$ cat config.mk
export PLATFORM = sky130hd
export DESIGN_NAME = dice_traffic_gen_flat
export DESIGN_NICKNAME = d
export VERILOG_FILES = /design/src/rtl/dice_traffic_gen_pkg.sv /design/src/rtl/dice_traffic_gen_if.sv /design/src/rtl/dice_traffic_gen_traffic_seq.sv /design/src/rtl/dice_traffic_gen.sv /design/src/flat_wrapper.sv
export SDC_FILE = /design/constraint.sdc
export NUM_CORES = 1
export LEC_CHECK = 0
export ABC_CLOCK_PERIOD_IN_PS = 2110
export BUFFER_PORTS_ARGS = -buffer_cell sky130_fd_sc_hd__buf_2
export CORE_AREA = 2 2 39 41
export DETAILED_ROUTE_END_ITERATION = 8
export DIE_AREA = 0 0 41 43
export HOLD_SLACK_MARGIN = 0.02
export PLACE_DENSITY_LB_ADDON = 0.3
export SYNTH_ARGS = -nofsm -noshare
export SYNTH_HDL_FRONTEND = slang
export SYNTH_HIERARCHICAL = 1
export SYNTH_SLANG_ARGS = --single-unit
export TNS_END_PERCENT = 10
$ cat constraint.sdc
create_clock -name clk -period 2.11 [get_ports clk]
set_clock_uncertainty 0.15 [all_clocks]
set_input_delay 0.211 -clock clk [delete_from_list [all_inputs] [get_ports clk]]
set_output_delay 0.211 -clock clk [all_outputs]
set_load 0.005 [all_outputs]
$ cat src/rtl/dice_traffic_gen_pkg.sv
// Shared types and constants for the dice roller / traffic-light generator.
// Latency: n/a (types, constants and a pure function only).
// Backpressure: n/a.
package dice_traffic_pkg;

  // 3-bit lamp codes {red, amber, green}
  localparam logic [2:0] LIGHT_RED   = 3'b100;
  localparam logic [2:0] LIGHT_RA    = 3'b110;
  localparam logic [2:0] LIGHT_GREEN = 3'b001;
  localparam logic [2:0] LIGHT_AMBER = 3'b010;

  // The phase encoding is the lamp code, so the FSM state drives the lamps
  // directly. The four unused encodings are treated as corruption.
  typedef enum logic [2:0] {
    RED       = LIGHT_RED,
    RED_AMBER = LIGHT_RA,
    GREEN     = LIGHT_GREEN,
    AMBER     = LIGHT_AMBER
  } phase_t;

  // Dwell in cycles for a phase. An illegal phase returns 1 so the
  // terminal-count compare stays well defined while the FSM recovers.
  function automatic int dwell(phase_t p, int red_cyc, int ra_cyc,
                               int green_cyc, int amber_cyc);
    case (p)
      RED:       return red_cyc;
      RED_AMBER: return ra_cyc;
      GREEN:     return green_cyc;
      AMBER:     return amber_cyc;
      default:   return 1;
    endcase
  endfunction

endpackage

$ cat src/rtl/dice_traffic_gen_if.sv
// Board-side bundle: select/button in, display value and event pulses out.
// Latency: n/a (wiring only).
// Backpressure: none; the pulse outputs are fire-and-forget.
// Ports: sel, button (driven by master); result, dice_valid, phase_tick
// (driven by slave, i.e. the generator).
interface dice_traffic_gen_if #(
  parameter int RW = 3
);
  logic          sel;
  logic          button;
  logic [RW-1:0] result;
  logic          dice_valid;
  logic          phase_tick;

  modport master (
    output sel, button,
    input  result, dice_valid, phase_tick
  );

  modport slave (
    input  sel, button,
    output result, dice_valid, phase_tick
  );
endinterface

$ cat src/rtl/dice_traffic_gen_traffic_seq.sv
// Four-phase traffic-light sequencer with a programmable dwell per phase.
// Latency: phase changes on the edge after the dwell counter hits dwell-1.
// Backpressure: none; free-running, phase_tick is a one-cycle pulse.
// Ports: clk, rst (async active-low), light (3-bit lamp code), phase_tick.
module traffic_seq
  import dice_traffic_pkg::*;
#(
  parameter int RED_CYC   = 4,
  parameter int RA_CYC    = 2,
  parameter int GREEN_CYC = 4,
  parameter int AMBER_CYC = 2
) (
  input  logic       clk,
  input  logic       rst,
  output logic [2:0] light,
  output logic       phase_tick
);

  localparam int MAX_A = (RED_CYC > RA_CYC) ? RED_CYC : RA_CYC;
  localparam int MAX_B = (GREEN_CYC > AMBER_CYC) ? GREEN_CYC : AMBER_CYC;
  localparam int MAXD  = (MAX_A > MAX_B) ? MAX_A : MAX_B;
  // All dwells of 1 would give a zero-width counter; keep one bit.
  localparam int CW    = (MAXD > 1) ? $clog2(MAXD) : 1;

  phase_t        state_q, state_d, succ;
  logic [CW-1:0] cnt_q, cnt_d;
  logic          tick_q, tick_d;
  logic          legal;
  logic          last;

  always_ff @(posedge clk or negedge rst) begin
    if (!rst) begin
      state_q <= RED;
      cnt_q   <= '0;
      tick_q  <= 1'b0;
    end else begin
      state_q <= state_d;
      cnt_q   <= cnt_d;
      tick_q  <= tick_d;
    end
  end

  always_comb begin
    state_d = state_q;
    cnt_d   = cnt_q + CW'(1);
    tick_d  = 1'b0;
    legal   = 1'b1;
    succ    = RED;
    last    = (cnt_q == CW'(dwell(state_q, RED_CYC, RA_CYC,
                                  GREEN_CYC, AMBER_CYC) - 1));
    case (state_q)
      RED:       succ = RED_AMBER;
      RED_AMBER: succ = GREEN;
      GREEN:     succ = AMBER;
      AMBER:     succ = RED;
      default:   legal = 1'b0;
    endcase
    if (!legal) begin
      // Corrupt encoding: restart a clean RED dwell, no tick.
      state_d = RED;
      cnt_d   = '0;
    end else if (last) begin
      state_d = succ;
      cnt_d   = '0;
      tick_d  = 1'b1;
    end
  end

  assign light      = state_q;
  assign phase_tick = tick_q;

endmodule

$ cat src/rtl/dice_traffic_gen.sv
// N-sided dice roller and traffic-light sequencer running side by side; sel muxes the display.
// Latency: dice value updates on the press edge, dice_valid one cycle after release; result mux is combinational.
// Backpressure: none; dice_valid and phase_tick are unacknowledged one-cycle pulses gated by sel.
// Ports: clk, rst (async active-low), bus (slave: sel, button in; result, dice_valid, phase_tick out).
module dice_traffic_gen
  import dice_traffic_pkg::*;
#(
  parameter int FACES     = 6,
  parameter int RED_CYC   = 4,
  parameter int RA_CYC    = 2,
  parameter int GREEN_CYC = 4,
  parameter int AMBER_CYC = 2
) (
  input  logic               clk,
  input  logic               rst,
  dice_traffic_gen_if.slave  bus
);

  localparam int RW = ($clog2(FACES + 1) > 3) ? $clog2(FACES + 1) : 3;
  localparam logic [RW-1:0] FACES_V = RW'(FACES);

  logic [RW-1:0] value_q, value_d;
  logic          button_q;
  logic          valid_q;
  logic [2:0]    light;
  logic          tick;

  // Dice engine
  always_ff @(posedge clk or negedge rst) begin
    if (!rst) begin
      value_q  <= '0;
      button_q <= 1'b0;
      valid_q  <= 1'b0;
    end else begin
      value_q  <= value_d;
      button_q <= bus.button;
      // Falling edge of the button reports the roll; the value is frozen
      // in that cycle because the button is already low.
      valid_q  <= button_q & ~bus.button;
    end
  end

  always_comb begin
    value_d = value_q;
    if (value_q == '0 || value_q > FACES_V) begin
      // Post-reset or corrupt value: snap to 1 irrespective of button.
      value_d = RW'(1);
    end else if (bus.button) begin
      value_d = (value_q == FACES_V) ? RW'(1) : value_q + RW'(1);
    end
  end

  // Traffic engine
  traffic_seq #(
    .RED_CYC   (RED_CYC),
    .RA_CYC    (RA_CYC),
    .GREEN_CYC (GREEN_CYC),
    .AMBER_CYC (AMBER_CYC)
  ) u_traffic_seq (
    .clk        (clk),
    .rst        (rst),
    .light      (light),
    .phase_tick (tick)
  );

  // Output mux; only presentation is affected by sel, never engine state.
  assign bus.result     = bus.sel ? RW'(light) : value_q;
  assign bus.dice_valid = valid_q & ~bus.sel;
  assign bus.phase_tick = tick & bus.sel;

endmodule

$ cat src/flat_wrapper.sv
// flat-port wrapper written by rule: the top's interface ports become plain ports
module dice_traffic_gen_flat import dice_traffic_pkg::*;
#(
  parameter int FACES     = 6,
  parameter int RED_CYC   = 4,
  parameter int RA_CYC    = 2,
  parameter int GREEN_CYC = 4,
  parameter int AMBER_CYC = 2
)
  (clk, rst, bus_sel, bus_button, bus_result, bus_dice_valid, bus_phase_tick);
  dice_traffic_gen_if #(.RW(3)) bus_i ();
  input  logic clk;
  input  logic rst;
  input wire logic [$bits(bus_i.sel)-1:0] bus_sel;
  input wire logic [$bits(bus_i.button)-1:0] bus_button;
  output wire logic [$bits(bus_i.result)-1:0] bus_result;
  output wire logic [$bits(bus_i.dice_valid)-1:0] bus_dice_valid;
  output wire logic [$bits(bus_i.phase_tick)-1:0] bus_phase_tick;
  assign bus_i.sel = bus_sel;
  assign bus_i.button = bus_button;
  assign bus_result = bus_i.result;
  assign bus_dice_valid = bus_i.dice_valid;
  assign bus_phase_tick = bus_i.phase_tick;
  dice_traffic_gen #(.FACES(FACES), .RED_CYC(RED_CYC), .RA_CYC(RA_CYC), .GREEN_CYC(GREEN_CYC), .AMBER_CYC(AMBER_CYC)) u_core (.clk(clk), .rst(rst), .bus(bus_i));
endmodule
Yosys cells after proc, flatten, opt, wreduce, memory -nomap -nowiden --
Cells that the tools add are included.
Storage, ports and cells: word-level logic and storage cells 41, flip-flop bits (word level) 11, output and inout port bits 5
Operators by class: eq/ne operators 7, $lt $le $gt $ge 1, bitwise logic cells 5, add/subtract/negate cells 3, mux-type cells 13, reductions and logical operators 6
Operator list (number):
- 3-bit two-way mux | 6
- 3-bit equality test (second input constant) | 3
- 3-bit case mux with 3 select lines | 1
- 2-bit two-way mux | 2
- 2-bit case mux with 2 select lines | 1
- 2-bit OR reduction | 2
- 4-bit OR reduction | 1
- 3-bit by 1-bit adder with 3-bit output (second input constant) | 1
- 1-bit bitwise AND | 3
- 3-bit by 1-bit equality test with 1-bit output (second input constant) | 1
- 3-bit by 2-bit equality test with 1-bit output (second input constant) | 1
- 3-bit > comparator (second input constant) | 1
- 3-bit zero test | 1
- 1-bit two-way mux | 3
- 2-bit by 1-bit adder with 2-bit output (second input constant) | 1
- 2-bit equality test | 1
- 2-bit by 1-bit inequality test with 1-bit output (second input constant) | 1
- 1-bit inverter | 2
- 2-bit nonzero test | 1
- 2-bit subtractor (second input constant) | 1
- 1-bit logical OR | 1

Longest topological paths before layout --
depth after elaboration 7, gate-level depth with buffers 4, mapped depth without buffers 3

Cells and area by module --
Netlist, hierarchy kept.
By module, submodules not included:
- traffic_seq | cells each 30, area each 305.3 um^2, seq. area each 151.4 um^2, times used 1
- dice_traffic_gen | cells each 20, area each 241.5 um^2, seq. area each 125.1 um^2, times used 1

Worst setup path after synthesis --
Ideal clock, no wire load.
path kind register to register, start point reg u_core.u_traffic_seq.cnt_q[1], end point reg u_core.u_traffic_seq.state_q[1], in the netlist u_core/u_traffic_seq/light[1], setup time 130 ps, slack 992 ps, data required time 1830 ps, arrival time 838 ps, stages on the path, launching flop included 4, cell sequence dfrtp_1 > nand2b_1 > a22oi_1 > o22ai_1
Between the ends: longest elaborated chain between the ends 2
Ends and longest elaborated chain:
- start: declaration | line dice_traffic_gen_traffic_seq.sv:26 | logic [CW-1:0] cnt_q, cnt_d;
- start signal: assignment | line dice_traffic_gen_traffic_seq.sv:38 | cnt_q <= cnt_d;
- 2-bit equality test | line dice_traffic_gen_traffic_seq.sv:49 | last = (cnt_q == CW'(dwell(state_q, RED_CYC, RA_CYC,
- 2-bit by 1-bit inequality test with 1-bit output (no line)
- end signal: assignment | line dice_traffic_gen_traffic_seq.sv:37 | state_q <= state_d;
- end: declaration | line dice_traffic_gen_traffic_seq.sv:25 | phase_t state_q, state_d, succ;
Every way passes these cells. A chain may end at the register's enable or synchronous reset.

Worst setup path in the final report --
start point reg u_core.u_traffic_seq.state_q[0], in the netlist u_core/u_traffic_seq/light[0], end point out bus_result[0]
Between the ends: longest elaborated chain between the ends 1
Ends and longest elaborated chain:
- 3-bit two-way mux | line dice_traffic_gen.sv:67 | assign bus.result = bus.sel ? RW'(light) : value_q;
- end: declaration | line flat_wrapper.sv:16 | output wire logic [$bits(bus_i.result)-1:0] bus_result;
Every way passes these cells.

==> metrics.cfg <==
[floorplan]
core_sq_um=1380
die_w_um=41
dieHeight_um=43
fp-row-count=14
die_area_sq_um=1760
start_util=0.395
io_pins=9

[synth]
synth_cell_types=26
synth_area_per_cell_sq_um=10.9
netlist_top_cells_area=dfrtp_1 (46%), mux2_1 (6.2%), dfstp_2 (4.8%), nor2b_1 (4.6%), xor2_1 (3.2%)
syn_area_sq_um=547
synth_top_area_frac=0.458
ys_seq_area_frac=0.506
synth_nets=54
yosysWarnings=6
synthCells=50
synth_top_area_cell=dfrtp_1
synth-seq-cells=11

[global_routing]
grt_pass1_vias=353
grt_max_degree=12
grt_pass1_wl_mm=1.45
antenna_found_initial=0
overflow=0
grt_usage=0.129

[placement]
numPortBuffers=8
gp_congestion=0.720
post-dp-hpwl_um=753
placed_area_sq_um=599
pre_cts_ws_ps=817

[pwr]
clkPwrFrac=0.262
comb_power_share=0.214
power_mw=0.536
leakagePower_nw=0.285
vdd_ir_drop_max_v=0.000418
p_int_mw=0.385
sw_frac_of_total=0.283
p_per_area_nw_per_um2=831
seqPwrFrac=0.523
p_switching_mw=0.152

[final_layout]
fill_cells=136
antennaDiodeCount=0
layout_common_cells=dfrtp_1 (10), buf_2 (8), nor2b_1 (4)
final_area_sq_um=646
final_common_cell=dfrtp_1
nets=68
drive_gt1_frac=0.222
area.growth.synth_to_final_pct=18.1

[clock_network]
cts_max_level=1
worstSkewPairLatency_ps=260
clockRootBuffer=clkbuf_4
post_cts_buffers=0
cts-buffers-inserted=3
cts_hold_buf=2
cts.repair.resized=0
path_clk_slew_ps=70
clock_path_buffers=2
cts_tree=built
clock-sinks=11

[detailed_routing]
vias_per_cell=5.16
drc=0
num_vias=408
drtIter0Drc=11
dr.pass1.iters=4
wl_mm=1.02
antenna_left=0
routedWlPerCell_um=12.8

[timing]
slew_violations=0
rsz0062_at_grt=false
max_freq_mhz=632
finalSetupTns_ps=0
fin_ws_ps=529
hold_viol_final=0
relSlewSlack=0.786
setup_viol=0
tightestPinTransition_ps=320
period_share=0.750
period_needed_ps=1580

[worst_setup_path]
r2r-start=u_core/u_traffic_seq/cnt_q[1]
cp_max_fo=8
cpMaxStageDelayCell=dfrtp_1
critPathKind=register to output port
start_kind=register
reg2reg_to=u_core/u_traffic_seq/light[1]
cp-end-kind=output port
worst-r2r-cell-count=3
worst_ep_required_time_ps=1750
worstPathArrival_ps=1220
path_cells=mux2_1, buf_2
crit_path_max_incr_delay_ps=490
reg2reg_slack_ps=850

[min_path]
hold_path.class=primary input to async pin

[job]
drv_cap=0

[outcome]
status=complete, no violations

==> routing by layer <==
| metal | track usage | share of wire | up-vias |
|---|---|---|---|
| met3 | 0.0785 | 0.060 | 2 |
| met4 | 0.0200 | 0.0059 | 0 |
| li1 | - | - | 199 |
| met1 | 0.131 | 0.44 | 197 |
| met5 | 0 | 0 | - |
| met2 | 0.219 | 0.49 | 10 |
==> worst max-delay path by stage <==
stage | from | end | slack (ps) | cells past startpoint
floorplan | u_core/u_traffic_seq/cnt_q[1] | u_core/u_traffic_seq/light[1] | 990 | 3
global placement | u_core/u_traffic_seq/light[0] | bus_result[0] | 840 | 2
detailed placement | u_core/u_traffic_seq/light[0] | bus_result[0] | 820 | 2
CTS | u_core/u_traffic_seq/light[0] | bus_result[0] | 510 | 2
global route | u_core/u_traffic_seq/light[0] | bus_result[0] | 470 | 2
finish | u_core/u_traffic_seq/light[0] | bus_result[0] | 530 | 2
==> per-stage QoR <==
stage	hold WS, ps	utilization	cells
3_3_place_gp	-65.5	0.433	73
6_report	185	0.467	79
3_5_place_dp	-60.3	0.433	73
2_1_floorplan	-235	-	50
4_1_cts	188	0.467	79
5_1_grt	209	0.467	79
==> power groups by stage <==
stage	clock network [mW]	registers [mW]	logic, mW
final	0.141	0.281	0.115
after global routing	0.156	0.284	0.131
after CTS	0.149	0.279	0.117
after detailed placement	0	0.283	0.114
after global placement	0	0.280	0.111
after floorplan	0	0.270	0.0823
==> cells in the mapped netlist <==
master and number:
and2_4 1, o21a_1 2, nor2b_4 1, o21bai_1 1, o22a_1 1, a21oi_1 2
xor2_1 2, nor2_1 3, buf_4 1, nand2_1 3, dfrtp_1 10, and2_1 2
a2bb2oi_1 1, a22o_1 1, dfstp_2 1, nor3b_1 1, nand4b_1 1, and2b_1 1
nor2b_1 4, o21ai_1 2, a31oi_1 1, mux2_1 3, o22ai_1 1, a22oi_1 1
nand2b_1 2, inv_1 1
==> flip-flops by register name, indices dropped and copies added, names as in the netlist <==
name and cells:
u_core/u_traffic_seq/phase_tick 1, u_core/u_traffic_seq/light 3, u_core/value_q 3, u_core/valid_q 1, u_core/button_q 1, u_core/u_traffic_seq/cnt_q 2
==> cell type report <==
| cell class | instances | area, sq um | share of cell area |
|---|---|---|---|
| multi-input combinational | 37 | 259 | 0.401 |
| tap | 16 | 20.0 | 0.0310 |
| inverter | 1 | 3.75 | 0.00581 |
| sequential | 11 | 277 | 0.428 |
| timing repair buffer | 10 | 60.1 | 0.0930 |
| clock buffer | 4 | 26.3 | 0.0407 |
==> critical path, delay by kind of cell (launching register included) <==
family / cells / cell delay, ps
flops: 1 / 490
mux: 1 / 340
buf+inv: 1 / 130
==> cells by family after synthesis <==
family | share of synthesized area
AOI/OAI and AO/OA | 0.162
xor gates and xnor gates | 0.0320
buffers and inverters | 0.0206
DFF | 0.506
muxes | 0.0618
and+or+nand+nor | 0.217
Note: power is estimated with default switching activity, not from simulation.
